--- src/rtl/bilinear_src_fetcher_if.sv ---
// Line-store read bus between the bilinear source fetcher (master) and the
// source line store (slave): one request per cycle, quartet returned one cycle later.
interface bilinear_src_fetcher_if #(
  parameter int IMG_W_W = 12
);
  logic               o_rd_en;
  logic [IMG_W_W-1:0] o_rd_row;
  logic [IMG_W_W-1:0] o_rd_col0;
  logic [IMG_W_W-1:0] o_rd_col1;
  logic [7:0]         i_rd_data_00;
  logic [7:0]         i_rd_data_01;
  logic [7:0]         i_rd_data_10;
  logic [7:0]         i_rd_data_11;

  modport master (
    output o_rd_en, o_rd_row, o_rd_col0, o_rd_col1,
    input  i_rd_data_00, i_rd_data_01, i_rd_data_10, i_rd_data_11
  );

  modport slave (
    input  o_rd_en, o_rd_row, o_rd_col0, o_rd_col1,
    output i_rd_data_00, i_rd_data_01, i_rd_data_10, i_rd_data_11
  );
endinterface

--- src/rtl/bilinear_src_fetcher.sv ---
// Walks the destination raster, maps each output pixel to a clamped source quartet,
// fetches it from the line store and feeds pixels plus fractional offsets to the interpolator.
module bilinear_src_fetcher #(
  parameter int SCALE_FW = 8,
  parameter int IMG_W_W  = 12
) (
  input  logic                  clk,
  input  logic                  rst,
  input  logic                  i_start,
  input  logic [IMG_W_W-1:0]    i_src_width,
  input  logic [IMG_W_W-1:0]    i_src_height,
  input  logic [IMG_W_W-1:0]    i_dst_width,
  input  logic [IMG_W_W-1:0]    i_dst_height,
  input  logic [SCALE_FW+3:0]   i_step_x,
  input  logic [SCALE_FW+3:0]   i_step_y,
  input  logic [IMG_W_W-1:0]    i_src_rows_ready,
  bilinear_src_fetcher_if.master rd_if,
  output logic [7:0]            o_pix_data_00,
  output logic [7:0]            o_pix_data_01,
  output logic [7:0]            o_pix_data_10,
  output logic [7:0]            o_pix_data_11,
  output logic [SCALE_FW-1:0]   o_offset_x,
  output logic [SCALE_FW-1:0]   o_offset_y,
  output logic                  o_bi_calc_en,
  output logic                  o_busy,
  output logic                  o_frame_done
);
  localparam int ACC_W = IMG_W_W + SCALE_FW;
  localparam logic [IMG_W_W-1:0] C_ONE = {{(IMG_W_W-1){1'b0}}, 1'b1};

  typedef enum logic [1:0] {
    S_IDLE     = 2'd0,
    S_WAIT_ROW = 2'd1,
    S_RUN      = 2'd2,
    S_LINE_END = 2'd3
  } state_t;

  state_t               r_state, w_next_state;
  logic [IMG_W_W-1:0]   r_src_w, r_src_h, r_dst_w, r_dst_h, r_dst_x, r_dst_y;
  logic [SCALE_FW+3:0]  r_step_x, r_step_y;
  logic [ACC_W-1:0]     r_acc_x, r_acc_y;
  logic [IMG_W_W-1:0]   w_x0, w_x1, w_y0, w_y1;
  logic [SCALE_FW-1:0]  w_fx, w_fy, r_fx0, r_fy0, r_fx1, r_fy1;
  logic                 w_accept, w_issue, w_line_end, w_row_ok, w_last_px, w_last_line;
  logic                 r_last0, r_last1, r_v1;

  // Accumulators saturate instead of wrapping so runaway steps stay clamped at the edge.
  function automatic logic [ACC_W-1:0] sat_add(input logic [ACC_W-1:0] a,
                                               input logic [SCALE_FW+3:0] b);
    logic [ACC_W:0] sum;
    sum = {1'b0, a} + {{(IMG_W_W-3){1'b0}}, b};
    if (sum[ACC_W]) sat_add = {ACC_W{1'b1}};
    else            sat_add = sum[ACC_W-1:0];
  endfunction

  // Source coordinate decode with edge clamping
  always_comb begin
    w_x0 = r_acc_x[ACC_W-1:SCALE_FW];
    w_x1 = w_x0 + C_ONE;
    w_fx = r_acc_x[SCALE_FW-1:0];
    if (r_acc_x[ACC_W-1:SCALE_FW] >= r_src_w - C_ONE) begin
      w_x0 = r_src_w - C_ONE;
      w_x1 = r_src_w - C_ONE;
      w_fx = '0;
    end else begin
      w_fx = r_acc_x[SCALE_FW-1:0];
    end
    w_y0 = r_acc_y[ACC_W-1:SCALE_FW];
    w_y1 = w_y0 + C_ONE;
    w_fy = r_acc_y[SCALE_FW-1:0];
    if (r_acc_y[ACC_W-1:SCALE_FW] >= r_src_h - C_ONE) begin
      w_y0 = r_src_h - C_ONE;
      w_y1 = r_src_h - C_ONE;
      w_fy = '0;
    end else begin
      w_fy = r_acc_y[SCALE_FW-1:0];
    end
  end

  assign w_row_ok    = (i_src_rows_ready > w_y1);
  assign w_last_px   = (r_dst_x == r_dst_w - C_ONE);
  assign w_last_line = (r_dst_y == r_dst_h - C_ONE);

  // FSM state register
  always_ff @(posedge clk) begin
    if (rst) r_state <= S_IDLE;
    else     r_state <= w_next_state;
  end

  // FSM next-state logic
  always_comb begin
    w_next_state = r_state;
    case (r_state)
      S_IDLE:     if (w_accept)    w_next_state = S_WAIT_ROW; else w_next_state = S_IDLE;
      S_WAIT_ROW: if (w_row_ok)    w_next_state = S_RUN;      else w_next_state = S_WAIT_ROW;
      S_RUN:      if (w_last_px)   w_next_state = S_LINE_END; else w_next_state = S_RUN;
      S_LINE_END: if (w_last_line) w_next_state = S_IDLE;     else w_next_state = S_WAIT_ROW;
      default:    w_next_state = S_IDLE;
    endcase
  end

  // FSM decoded controls; a start is only taken once the previous frame has drained
  always_comb begin
    w_accept   = 1'b0;
    w_issue    = 1'b0;
    w_line_end = 1'b0;
    case (r_state)
      S_IDLE:     w_accept   = i_start & ~o_busy;
      S_RUN:      w_issue    = 1'b1;
      S_LINE_END: w_line_end = 1'b1;
      default:    w_issue    = 1'b0;
    endcase
  end

  // Latched geometry, raster counters and accumulators
  always_ff @(posedge clk) begin
    if (rst) begin
      r_src_w <= '0; r_src_h <= '0; r_dst_w <= '0; r_dst_h <= '0;
      r_step_x <= '0; r_step_y <= '0;
      r_acc_x <= '0; r_acc_y <= '0; r_dst_x <= '0; r_dst_y <= '0;
    end else if (w_accept) begin
      r_src_w <= i_src_width;  r_src_h <= i_src_height;
      r_dst_w <= i_dst_width;  r_dst_h <= i_dst_height;
      r_step_x <= i_step_x;    r_step_y <= i_step_y;
      r_acc_x <= '0; r_acc_y <= '0; r_dst_x <= '0; r_dst_y <= '0;
    end else if (w_issue) begin
      if (w_last_px) begin
        r_acc_x <= '0;
        r_dst_x <= '0;
      end else begin
        r_acc_x <= sat_add(r_acc_x, r_step_x);
        r_dst_x <= r_dst_x + C_ONE;
      end
    end else if (w_line_end && !w_last_line) begin
      r_acc_y <= sat_add(r_acc_y, r_step_y);
      r_dst_y <= r_dst_y + C_ONE;
    end
  end

  // Request stage, read-return stage and interpolator feed stage
  always_ff @(posedge clk) begin
    if (rst) begin
      rd_if.o_rd_en <= 1'b0; rd_if.o_rd_row <= '0; rd_if.o_rd_col0 <= '0; rd_if.o_rd_col1 <= '0;
      r_fx0 <= '0; r_fy0 <= '0; r_fx1 <= '0; r_fy1 <= '0;
      r_last0 <= 1'b0; r_last1 <= 1'b0; r_v1 <= 1'b0;
      o_pix_data_00 <= '0; o_pix_data_01 <= '0; o_pix_data_10 <= '0; o_pix_data_11 <= '0;
      o_offset_x <= '0; o_offset_y <= '0;
      o_bi_calc_en <= 1'b0; o_frame_done <= 1'b0; o_busy <= 1'b0;
    end else begin
      rd_if.o_rd_en <= w_issue;
      r_last0       <= w_issue & w_last_px & w_last_line;
      if (w_issue) begin
        rd_if.o_rd_row  <= w_y0;
        rd_if.o_rd_col0 <= w_x0;
        rd_if.o_rd_col1 <= w_x1;
        r_fx0 <= w_fx;
        r_fy0 <= w_fy;
      end
      r_v1    <= rd_if.o_rd_en;
      r_last1 <= rd_if.o_rd_en & r_last0;
      r_fx1   <= r_fx0;
      r_fy1   <= r_fy0;
      o_bi_calc_en <= r_v1;
      o_frame_done <= r_v1 & r_last1;
      if (r_v1) begin
        o_pix_data_00 <= rd_if.i_rd_data_00;
        o_pix_data_01 <= rd_if.i_rd_data_01;
        o_pix_data_10 <= rd_if.i_rd_data_10;
        o_pix_data_11 <= rd_if.i_rd_data_11;
        o_offset_x    <= r_fx1;
        o_offset_y    <= r_fy1;
      end
      if (w_accept)          o_busy <= 1'b1;
      else if (o_frame_done) o_busy <= 1'b0;
    end
  end
endmodule

--- src/flat_wrapper.sv ---
// flat-port wrapper written by rule: the top's interface ports become plain ports
module bilinear_src_fetcher_flat 
#(
  parameter int SCALE_FW = 8,
  parameter int IMG_W_W  = 12
)
  (clk, rst, i_start, i_src_width, i_src_height, i_dst_width, i_dst_height, i_step_x, i_step_y, i_src_rows_ready, o_pix_data_00, o_pix_data_01, o_pix_data_10, o_pix_data_11, o_offset_x, o_offset_y, o_bi_calc_en, o_busy, o_frame_done, rd_if_o_rd_en, rd_if_o_rd_row, rd_if_o_rd_col0, rd_if_o_rd_col1, rd_if_i_rd_data_00, rd_if_i_rd_data_01, rd_if_i_rd_data_10, rd_if_i_rd_data_11);
  bilinear_src_fetcher_if #(.IMG_W_W(IMG_W_W)) rd_if_i ();
  input  logic clk;
  input  logic rst;
  input  logic i_start;
  input  logic [IMG_W_W-1:0] i_src_width;
  input  logic [IMG_W_W-1:0] i_src_height;
  input  logic [IMG_W_W-1:0] i_dst_width;
  input  logic [IMG_W_W-1:0] i_dst_height;
  input  logic [SCALE_FW+3:0] i_step_x;
  input  logic [SCALE_FW+3:0] i_step_y;
  input  logic [IMG_W_W-1:0] i_src_rows_ready;
  output logic [7:0] o_pix_data_00;
  output logic [7:0] o_pix_data_01;
  output logic [7:0] o_pix_data_10;
  output logic [7:0] o_pix_data_11;
  output logic [SCALE_FW-1:0] o_offset_x;
  output logic [SCALE_FW-1:0] o_offset_y;
  output logic o_bi_calc_en;
  output logic o_busy;
  output logic o_frame_done;
  output wire logic [$bits(rd_if_i.o_rd_en)-1:0] rd_if_o_rd_en;
  output wire logic [$bits(rd_if_i.o_rd_row)-1:0] rd_if_o_rd_row;
  output wire logic [$bits(rd_if_i.o_rd_col0)-1:0] rd_if_o_rd_col0;
  output wire logic [$bits(rd_if_i.o_rd_col1)-1:0] rd_if_o_rd_col1;
  input wire logic [$bits(rd_if_i.i_rd_data_00)-1:0] rd_if_i_rd_data_00;
  input wire logic [$bits(rd_if_i.i_rd_data_01)-1:0] rd_if_i_rd_data_01;
  input wire logic [$bits(rd_if_i.i_rd_data_10)-1:0] rd_if_i_rd_data_10;
  input wire logic [$bits(rd_if_i.i_rd_data_11)-1:0] rd_if_i_rd_data_11;
  assign rd_if_o_rd_en = rd_if_i.o_rd_en;
  assign rd_if_o_rd_row = rd_if_i.o_rd_row;
  assign rd_if_o_rd_col0 = rd_if_i.o_rd_col0;
  assign rd_if_o_rd_col1 = rd_if_i.o_rd_col1;
  assign rd_if_i.i_rd_data_00 = rd_if_i_rd_data_00;
  assign rd_if_i.i_rd_data_01 = rd_if_i_rd_data_01;
  assign rd_if_i.i_rd_data_10 = rd_if_i_rd_data_10;
  assign rd_if_i.i_rd_data_11 = rd_if_i_rd_data_11;
  bilinear_src_fetcher #(.SCALE_FW(SCALE_FW), .IMG_W_W(IMG_W_W)) u_core (.clk(clk), .rst(rst), .i_start(i_start), .i_src_width(i_src_width), .i_src_height(i_src_height), .i_dst_width(i_dst_width), .i_dst_height(i_dst_height), .i_step_x(i_step_x), .i_step_y(i_step_y), .i_src_rows_ready(i_src_rows_ready), .rd_if(rd_if_i), .o_pix_data_00(o_pix_data_00), .o_pix_data_01(o_pix_data_01), .o_pix_data_10(o_pix_data_10), .o_pix_data_11(o_pix_data_11), .o_offset_x(o_offset_x), .o_offset_y(o_offset_y), .o_bi_calc_en(o_bi_calc_en), .o_busy(o_busy), .o_frame_done(o_frame_done));
endmodule
--- config.mk ---
export PLATFORM = sky130hd
export DESIGN_NAME = bilinear_src_fetcher_flat
export DESIGN_NICKNAME = d
export VERILOG_FILES = /design/src/rtl/bilinear_src_fetcher_if.sv /design/src/rtl/bilinear_src_fetcher.sv /design/src/flat_wrapper.sv
export SDC_FILE = /design/constraint.sdc
export NUM_CORES = 1
export LEC_CHECK = 0
export ABC_AREA = 1
export ABC_CLOCK_PERIOD_IN_PS = 3550
export CAP_MARGIN = 10
export CORE_UTILIZATION = 50
export DETAILED_ROUTE_END_ITERATION = 16
export PLACE_DENSITY = 0.78
export RECOVER_POWER = 25
export SLEW_MARGIN = 15
export SYNTH_ARGS = -nofsm -noshare
export SYNTH_HDL_FRONTEND = slang
export SYNTH_SLANG_ARGS = --single-unit
export TNS_END_PERCENT = 10
--- constraint.sdc ---
create_clock -name clk -period 3.55 [get_ports clk]
set_input_delay 0.71 -clock clk [delete_from_list [all_inputs] [get_ports clk]]
set_output_delay 0.71 -clock clk [all_outputs]
set_load 0.02 [all_outputs]
---- Word-level counts from Yosys, hierarchy flattened ----
Index checks and enable logic that the tools add are counted.
operators by class
  add/sub/neg operators ................... 10
  order comparisons ....................... 3
  equality and inequality tests ........... 5
  mux-type cells .......................... 20
  bitwise logic cells ..................... 7
  reduce and logical (&&, ||, !) cells .... 6
operators with widths
  operator                                            number
  two-way mux 12 bit                                  5
  two-way mux 20 bit                                  3
  adder 12 x 1 -> 12 bit, second input constant       4
  subtractor 12 x 1 -> 12 bit, second input constant  4
  adder 20 x 12 -> 21 bit                             2
  == test 12 bit                                      2
  greater-or-equal comparator 12 bit                  2
  two-way mux 8 bit                                   2
  > comparator 12 bit                                 1
  two-way mux 1 bit                                   8
  one-hot mux 2 bit (4 select lines)                  1
  bitwise AND 1 bit                                   5
  == test 2 bit, second input constant                2
  == test 2 x 1 -> 1 bit, second input constant       1
  logical NOT 2 bit                                   1
  two-way mux 2 bit                                   1
  NOT 1 bit                                           2
  AND reduction 2 bit                                 1
  nonzero test 2 bit                                  1
  OR reduction 2 bit                                  1
  logical AND 1 bit                                   1
  logical NOT 1 bit                                   1
word-level totals
  register bits ........................... 261
  input bits .............................. 119
  word-level logic and storage cells ...... 82

---- Longest topological paths before layout ----
Gate-level depths: netlist of run 1.
  depth in word-level cells ............... 6
  depth in mapped cells ................... 29

---- Worst setup path after synthesis of run 1 ----
No wires, ideal clock.
  path kind ............................... register to register
  start point ............................. register u_core.r_src_h[0]
  end point ............................... register u_core.r_state[0]
  setup time .............................. 0.128 ns
  arrival time ............................ 3.245 ns
  data required time ...................... 3.422 ns
  slack ................................... 0.177 ns
  cell stages (with the launch flop) ...... 30
  period minus slack after synthesis ...... 3.373 ns
  cell sequence ........................... dfxtp_1 -> inv_1 -> ha_1 -> nand3_1 -> nor2_1 -> inv_1 -> nand2_1 -> o21a_1 -> ha_1 -> nand2_1 -> nor2_1 -> a211oi_1 -> nand2_1 -> nand2_1 -> nand2_2 -> nand2_2 -> clkbuf_2 -> a21boi_1 -> ha_1 -> nand2_1 -> inv_1 -> nand3_1 -> nor3_1 -> nand2_1 -> o2111ai_1 -> nand2_1 -> nand3_1 -> nand3_1 -> nor2_1 -> nor2_1
between the ends
  word-level cells in the longest chain between the ends .. 6
RTL lines
  element                               line                                                    text
  from (decl)                           bilinear_src_fetcher.sv:39                              logic [IMG_W_W-1:0] r_src_w, r_src_h, r_dst_w, r_dst_h, r_dst_x, r_dst_y;
  from (signal assigned)                bilinear_src_fetcher.sv:122                             r_src_w <= i_src_width; r_src_h <= i_src_height;
  subtractor 12 x 1 -> 12 bit *         bilinear_src_fetcher.sv:71, bilinear_src_fetcher.sv:73
  greater-or-equal comparator 12 bit    bilinear_src_fetcher.sv:71                              if (r_acc_y[ACC_W-1:SCALE_FW] >= r_src_h - C_ONE) begin
  two-way mux 12 bit *                  bilinear_src_fetcher.sv:71
  > comparator 12 bit *                 bilinear_src_fetcher.sv:80                              assign w_row_ok = (i_src_rows_ready > w_y1);
  two-way mux 2 bit *                   bilinear_src_fetcher.sv:95                              S_WAIT_ROW: if (w_row_ok) w_next_state = S_RUN; else w_next_state = S_WAIT_ROW;
  one-hot mux 2 bit (4 select lines) *  bilinear_src_fetcher.sv:93                              case (r_state)
  to (signal assigned)                  bilinear_src_fetcher.sv:87                              else r_state <= w_next_state;
  to (decl)                             bilinear_src_fetcher.sv:38                              state_t r_state, w_next_state;
Mark *: on every way between the ends. The rest lies on a longest branch, timed or not.
A chain may end at the register's enable or synchronous reset.

---- Worst setup path in the final report of run 1 ----
  start point ............................. register u_core.r_src_h[2]
  end point ............................... register u_core.r_state[0]
Same word-level chain as after synthesis.

==> out/results.ini, run 1 <==
[outcome]
status = finished with violations
violations = capacitance limit, slew limit

[drt]
wl_per_cell_um = 15.1
vias_per_cell = 5.23
drtAntennaViolNets = 0
wl_um = 39000
vias = 13500
first_iter_violations = 959
first_pass_iters = 6
drc = 0

[global_routing]
grt_pass1_vias = 12299
grt_max_degree = 104
track_usage_pct = 26.8
grt_use_met3_pct = 3.06
met2_usage_pct = 44.3
top_usage_layer = met2
grt_use_met1_pct = 37.4
grt.overflow.total = 0
antenna_found_initial = 0
grt_pass1_wl_um = 62100

[synth]
yosysUniqueCellTypes = 45
synth_edf_count = 0
synthTopCellsByArea = dfxtp_1 (38%), nor2_1 (9.4%), nand2_1 (8.8%)
synth_fp_nets = 2165
synth.top_cell.area_share_pct = 37.7
ys_warn_count = 0
synthFlopType = dfxtp_1
netlist_area_um2 = 13900
netlist_instances = 1978
ys_seq_area_share_pct = 37.7
synth.ff_latch_count = 261
synth_area_per_cell_um2 = 7.01
yosysTopAreaCell = dfxtp_1
async_flop_share_pct = 0

[timing]
setup_viol = 0
hold_ws_ps = 416
period_minus_slack_ps = 3500
finalMaxSlewViolations = 51
hold_viol_final = 0
max_freq_mhz = 286
worst_pin_slew_ps = 1890
rsz0062_at_grt = true
finClkSkew_ps = 14.6
fin_crit_sh_pct = 98.5
slew_headroom_pct = -25.8

[finish]
postLayoutCellArea_um2 = 17700
area.sequential_um2 = 5240
syn2layout_area_growth_pct = 28.0
finalNetCount = 2377
top_regs = u_core.r_acc_x x20, u_core.r_acc_y x20
instances_no_fill = 2583
mostFrequentLayoutCells = nor2_1 (339), nand2_1 (319), dfxtp_1 (257)
drive_gt1_share_pct = 8.73
diodes = 0
multiInputGateArea_um2 = 7770
final_common_cell = nor2_1
fillers = 2409

[setup_path]
critPathCapture = u_core.r_state[0]
critPathKind = flop to flop
r2r-end = u_core.r_state[0]
path_max_fanout = 6
crit_path_start = u_core.r_src_h[2]
cp.arrival_ps = 3920
critPathLaunchType = flop
regToRegStartpoint = u_core.r_src_h[2]
r2r_slack_ps = 50
cp.required_ps = 3970
rr_worst_depth = 26
cp-end-kind = flop

[clock_tree]
clk_pin_slew_ps = 60
cts_buffer_depth = 3
cts_buffers = 29
htreeDepth = 1
cts_tree = built
clock_latency_ps = 550
root_buffer = clkbuf_16
clock_sink_count = 261
cts_hold_buf = 0

[floorplan]
start_util_pct = 51.1
die-area_um2 = 28400
dieWidth_um = 168
pin_count = 207
std_cell_rows = 60
die_y_um = 168
coreArea_um2 = 27100

[hold_path]
min-delay-start = u_core.r_fy0[5]
hold_path_class = flop to flop

[place]
hpwl_um = 28400
placed_area_um2 = 16400
placed_cells = 2518
gp_congestion = 0.912
port_buffers = 206

[power_and_ir_drop]
total_leakage_power_nw = 7.73
peakVddDrop_mv = 0.464
power_density_nw_per_um2 = 461

[flow_run]
cap_violations = 1

==> layout make-up <==
class | instances | share of cell area, %
timing repair buffer | 267 | 14.3
clock buffer | 34 | 4.31
tap | 372 | 2.62
multi-input combinational | 1437 | 43.8
inverter | 194 | 4.12
sequential | 261 | 29.5
clock inverter | 18 | 1.28
==> routing by layer <==
metal / vias up / share of wire [%]
li1: 6860 / -
met2: 421 / 45
met1: 6163 / 47
met4: 0 / 1.7
met5: - / 0
met3: 56 / 5.9
==> cells by family after synthesis <==
group / Yosys count / share of synthesized area (%)
xor gates and xnor gates: 99 / 6.26
and+or+nand+nor: 884 / 26.7
buffers and inverters: 280 / 8.06
AOI/OAI and AO/OA: 386 / 15.1
DFF: 261 / 37.7
adders and majority gates: 68 / 6.25
==> synth_stat cells (6+ instances only) <==
cell	n
inv_1	189
ha_1	66
xor2_1	70
o21ai_0	196
a21boi_1	10
clkbuf_1	62
nand4_1	11
nand3b_1	6
buf_2	6
nor2_1	347
nor3_1	32
o21ai_1	13
xnor2_1	29
nor2_2	11
a21oi_1	121
a32o_1	8
nand3_1	136
a31oi_1	14
buf_1	6
nand2_1	325
dfxtp_1	261
==> how the worst min path moves through the flow <==
| stage | end | slack, ps | cells after the start |
|---|---|---|---|
| detailed placement | u_core.r_fy1[5] | 410 | 2 |
| finish | u_core.r_fy1[5] | 420 | 2 |
| CTS | u_core.r_fx1[0] | 420 | 2 |
| floorplan | u_core.r_last1 | 400 | 2 |
| global route | u_core.r_fy1[7] | 440 | 2 |
| global placement | u_core.r_fx1[0] | 400 | 2 |
==> stage by stage <==
step	TNS [ps]	setup slack, ps	power, W	util (%)
after floorplan	0	177	0.00437	-
after global placement	-38.6	-38.6	0.00495	60.5
after detailed placement	-126	-126	0.00498	60.5
after CTS	0	0.0182	0.00816	64.8
after global routing	-184	-184	0.00858	65.5
final	0	52.2	0.00819	65.5
==> power breakdown <==
| part | internal (W) | switching [W] | total [W] |
|---|---|---|---|
| registers | 0.00310 | 0.000138 | 0.00324 |
| logic | 0.000746 | 0.00107 | 0.00182 |
| clock network | 0.00190 | 0.00123 | 0.00313 |
==> critical path, cell delays in order, from the launching register on <==
cell and delay [ps]:
dfxtp_4 360, nor2_4 100, nand2_2 80, nor2_4 180
nand3_2 110, xor2_2 170, ha_1 300, nand2_1 50
nand3b_1 160, nand2_1 90, a21oi_2 50, nand2_4 110
buf_6 140, nand3_4 60, a21boi_2 160, ha_1 290
nand2_2 60, inv_2 50, nand3_2 70, nor3_2 190
nand2_1 70, o2111ai_1 70, nand2_1 150, nand3_2 90
nand3_2 70, nor2_1 90, nor2_1 40
==> what timing repair did <==
action	in CTS	in global routing
resized for setup	32	37
endpoints found under the setup margin	1	12
pin swaps	25	24
setup buffers	9	4
(Power assumes the default switching activity.)
==> inputs of run 2 (changes only) <==
Settings changed: SLEW_MARGIN 15 to 25.
==> run 2 against run 1 <==
Effect of this change:
- the run still ends with capacitance limit, slew limit left
- via count shrank 0.71%
- maximum frequency shrank 0.51%
- routed wire length is essentially flat
- utilization shrank 0.30 points
- combinational power is essentially flat
- critical endpoint unchanged
- largest cell class unchanged
==> out/results.ini, run 2 (same netlist as run 1, synthesis figures left out) <==
[power_and_ir_drop]
total_leakage_power_nw = 7.71  ; -0.29%
power_density_nw_per_um2 = 462  ; +0.17%
power_w = 0.00816  ; -0.29%
peakVddDrop_mv = 0.450  ; -2.9%

[hold_path]
hold_path_class = flop to flop
min_path_cells = 2  ; unchanged
min-delay-start = u_core.r_fy0[7]
hold_end = u_core.r_fy1[7]

[setup_path]
r2r-end = u_core.r_state[0]
path_max_fanout = 4  ; -2
rr_worst_depth = 25  ; -3.8%
regToRegStartpoint = u_core.r_src_h[1]
critPathLaunchType = flop
cp.required_ps = 3960  ; about the same
critPathKind = flop to flop
cp.arrival_ps = 3920  ; about the same
cp-end-kind = flop
r2r_slack_ps = 30  ; -20 ps

[drt]
vias_per_cell = 5.19  ; -0.63%
first_pass_iters = 5  ; -1
wl_per_cell_um = 15.1  ; about the same
drc = 0  ; unchanged
vias = 13404  ; -0.71%
first_iter_violations = 1014  ; +5.7%
drtAntennaViolNets = 0  ; unchanged
wl_um = 39000  ; about the same

[floorplan]
die-area_um2 = 28400  ; unchanged
dieWidth_um = 168  ; unchanged
pin_count = 207  ; unchanged
coreArea_um2 = 27100  ; unchanged
die_y_um = 168  ; unchanged
start_util_pct = 51.1  ; unchanged
std_cell_rows = 60  ; unchanged

[place]
placed_area_um2 = 16400  ; about the same
port_buffers = 206  ; unchanged
hpwl_um = 28500  ; +0.28%
gp_congestion = 0.912  ; unchanged

[outcome]
violations = capacitance limit, slew limit
status = finished with violations

[finish]
syn2layout_area_growth_pct = 27.5
finalNetCount = 2374  ; -0.13%
fin_util_pct = 65.2  ; -0.30 points
top_regs = u_core.r_acc_x x20, u_core.r_acc_y x20
final_common_cell = nor2_1
diodes = 0  ; unchanged
drive_gt1_share_pct = 8.10  ; -0.63 points
postLayoutCellArea_um2 = 17700  ; -0.46%
mostFrequentLayoutCells = nor2_1 (340), nand2_1 (320), dfxtp_1 (256)

[timing]
slew_headroom_pct = -25.9  ; -0.049 points
worst_pin_slew_ps = 1890  ; +0.740 ps
max_freq_mhz = 284  ; -0.51%
finalMaxSlewViolations = 51  ; unchanged
fin_crit_sh_pct = 99.0  ; +0.51 points
setup_viol = 0  ; unchanged
finClkSkew_ps = 7.22  ; -7.33 ps
hold_viol_final = 0  ; unchanged
rsz0062_at_grt = true
period_minus_slack_ps = 3520  ; +18.1 ps

[clock_tree]
htreeDepth = 1  ; unchanged
root_buffer = clkbuf_16
cts_buffers = 28  ; -3.4%
clock_latency_ps = 540  ; about the same
clk_pin_slew_ps = 60  ; about the same
cts_tree = built
cts_buffer_depth = 3  ; unchanged
clock_sink_count = 261  ; unchanged

[flow_run]
cap_violations = 1  ; unchanged

[global_routing]
grt_pass1_vias = 12436  ; +1.1%
grt_max_degree = 104  ; unchanged
grt.overflow.total = 0  ; unchanged
track_usage_pct = 27.0  ; +0.20 points
antenna_found_initial = 0  ; unchanged
grt_pass1_wl_um = 62600  ; +0.82%

-- run 2: changes by cell type in the layout (fill, tap and decap cells not counted), sizes merged --
cell | previous run | this run
clkinv | 12 | 6
clkinvlp | 3 | 4
buf | 59 | 57
bufinv | 5 | 4
clkbuf | 37 | 44
inv | 192 | 191
-- run 2: worst max-delay path, cell delays in order, from the launching register on --
cell	delay [ps]
dfxtp_2	330
inv_2	80
nand2_1	80
nor2_2	160
nand3_2	100
xor2_2	170
ha_1	300
a21oi_2	140
nor2_1	60
a211oi_2	190
nand2_1	80
nand2_1	80
nand2_2	100
buf_4	170
nand3_1	80
a21boi_1	220
ha_1	200
nand3_2	90
nor3_2	150
nand2_1	70
o2111ai_1	90
nand2_1	140
nand3_2	80
nand3_1	70
nor2_1	100
nor2_1	40
-- run 2: worst max-delay path by stage --
stage                      start                 to  slack (ps)  cells past startpoint
6_report       u_core.r_src_h[1]  u_core.r_state[0]          30                     25
3_5_place_dp   u_core.r_src_h[0]  u_core.r_state[0]        -130                     28
5_1_grt        u_core.r_src_h[3]  u_core.r_state[0]        -210                     26
4_1_cts        u_core.r_src_h[1]  u_core.r_state[0]           2                     30
3_3_place_gp   u_core.r_src_h[1]  u_core.r_state[0]         -40                     28
2_1_floorplan  u_core.r_src_h[0]  u_core.r_state[0]         180                     29
-- run 2: timing repair --
item                                    in CTS  in global routing
hold buffers                                 0                  0
resized for setup                           23                 30
pin swaps                                   14                 19
endpoints found under the setup margin       1                  5
setup buffers                                8                  3
gates cloned                                 0                  0
-- run 2: power breakdown --
group | total (W) | switching, W | internal (W)
logic | 0.00181 | 0.00106 | 0.000754
clock network | 0.00311 | 0.00120 | 0.00191
registers | 0.00324 | 0.000138 | 0.00310
total | 0.00816 | 0.00239 | 0.00577
-- run 2: per-stage QoR --
stage	instances	hold slack (ps)	TNS, ps	setup slack (ps)
after floorplan	1978	395	0	177
after global placement	2518	404	-38.6	-38.6
after detailed placement	2518	409	-135	-135
after CTS	2578	421	0	1.95
after global routing	2581	439	-240	-207
final	2581	419	0	34.1
-- run 2: final cells by class --
| type | instances | area (um2) |
|---|---|---|
| Timing Repair Buffer | 265 | 2540 |
| Clock buffer | 41 | 831 |
| Tap cell | 372 | 465 |
| Fill cell | 2400 | 9440 |
| Multi-Input combinational cell | 1437 | 7700 |
| Sequential cell | 261 | 5230 |
| Inverter | 194 | 732 |
| Clock inverter | 11 | 166 |
-- run 2: layer usage --
layer	part of all wire [%]	GRT usage, %	vias up	wire length (um)
met1	47	37.2	6095	18200
met4	2.8	8.70	0	1090
li1	-	-	6857	-
met2	45	44.1	386	17500
met5	0	0	-	0
met3	5.4	3.04	66	2120
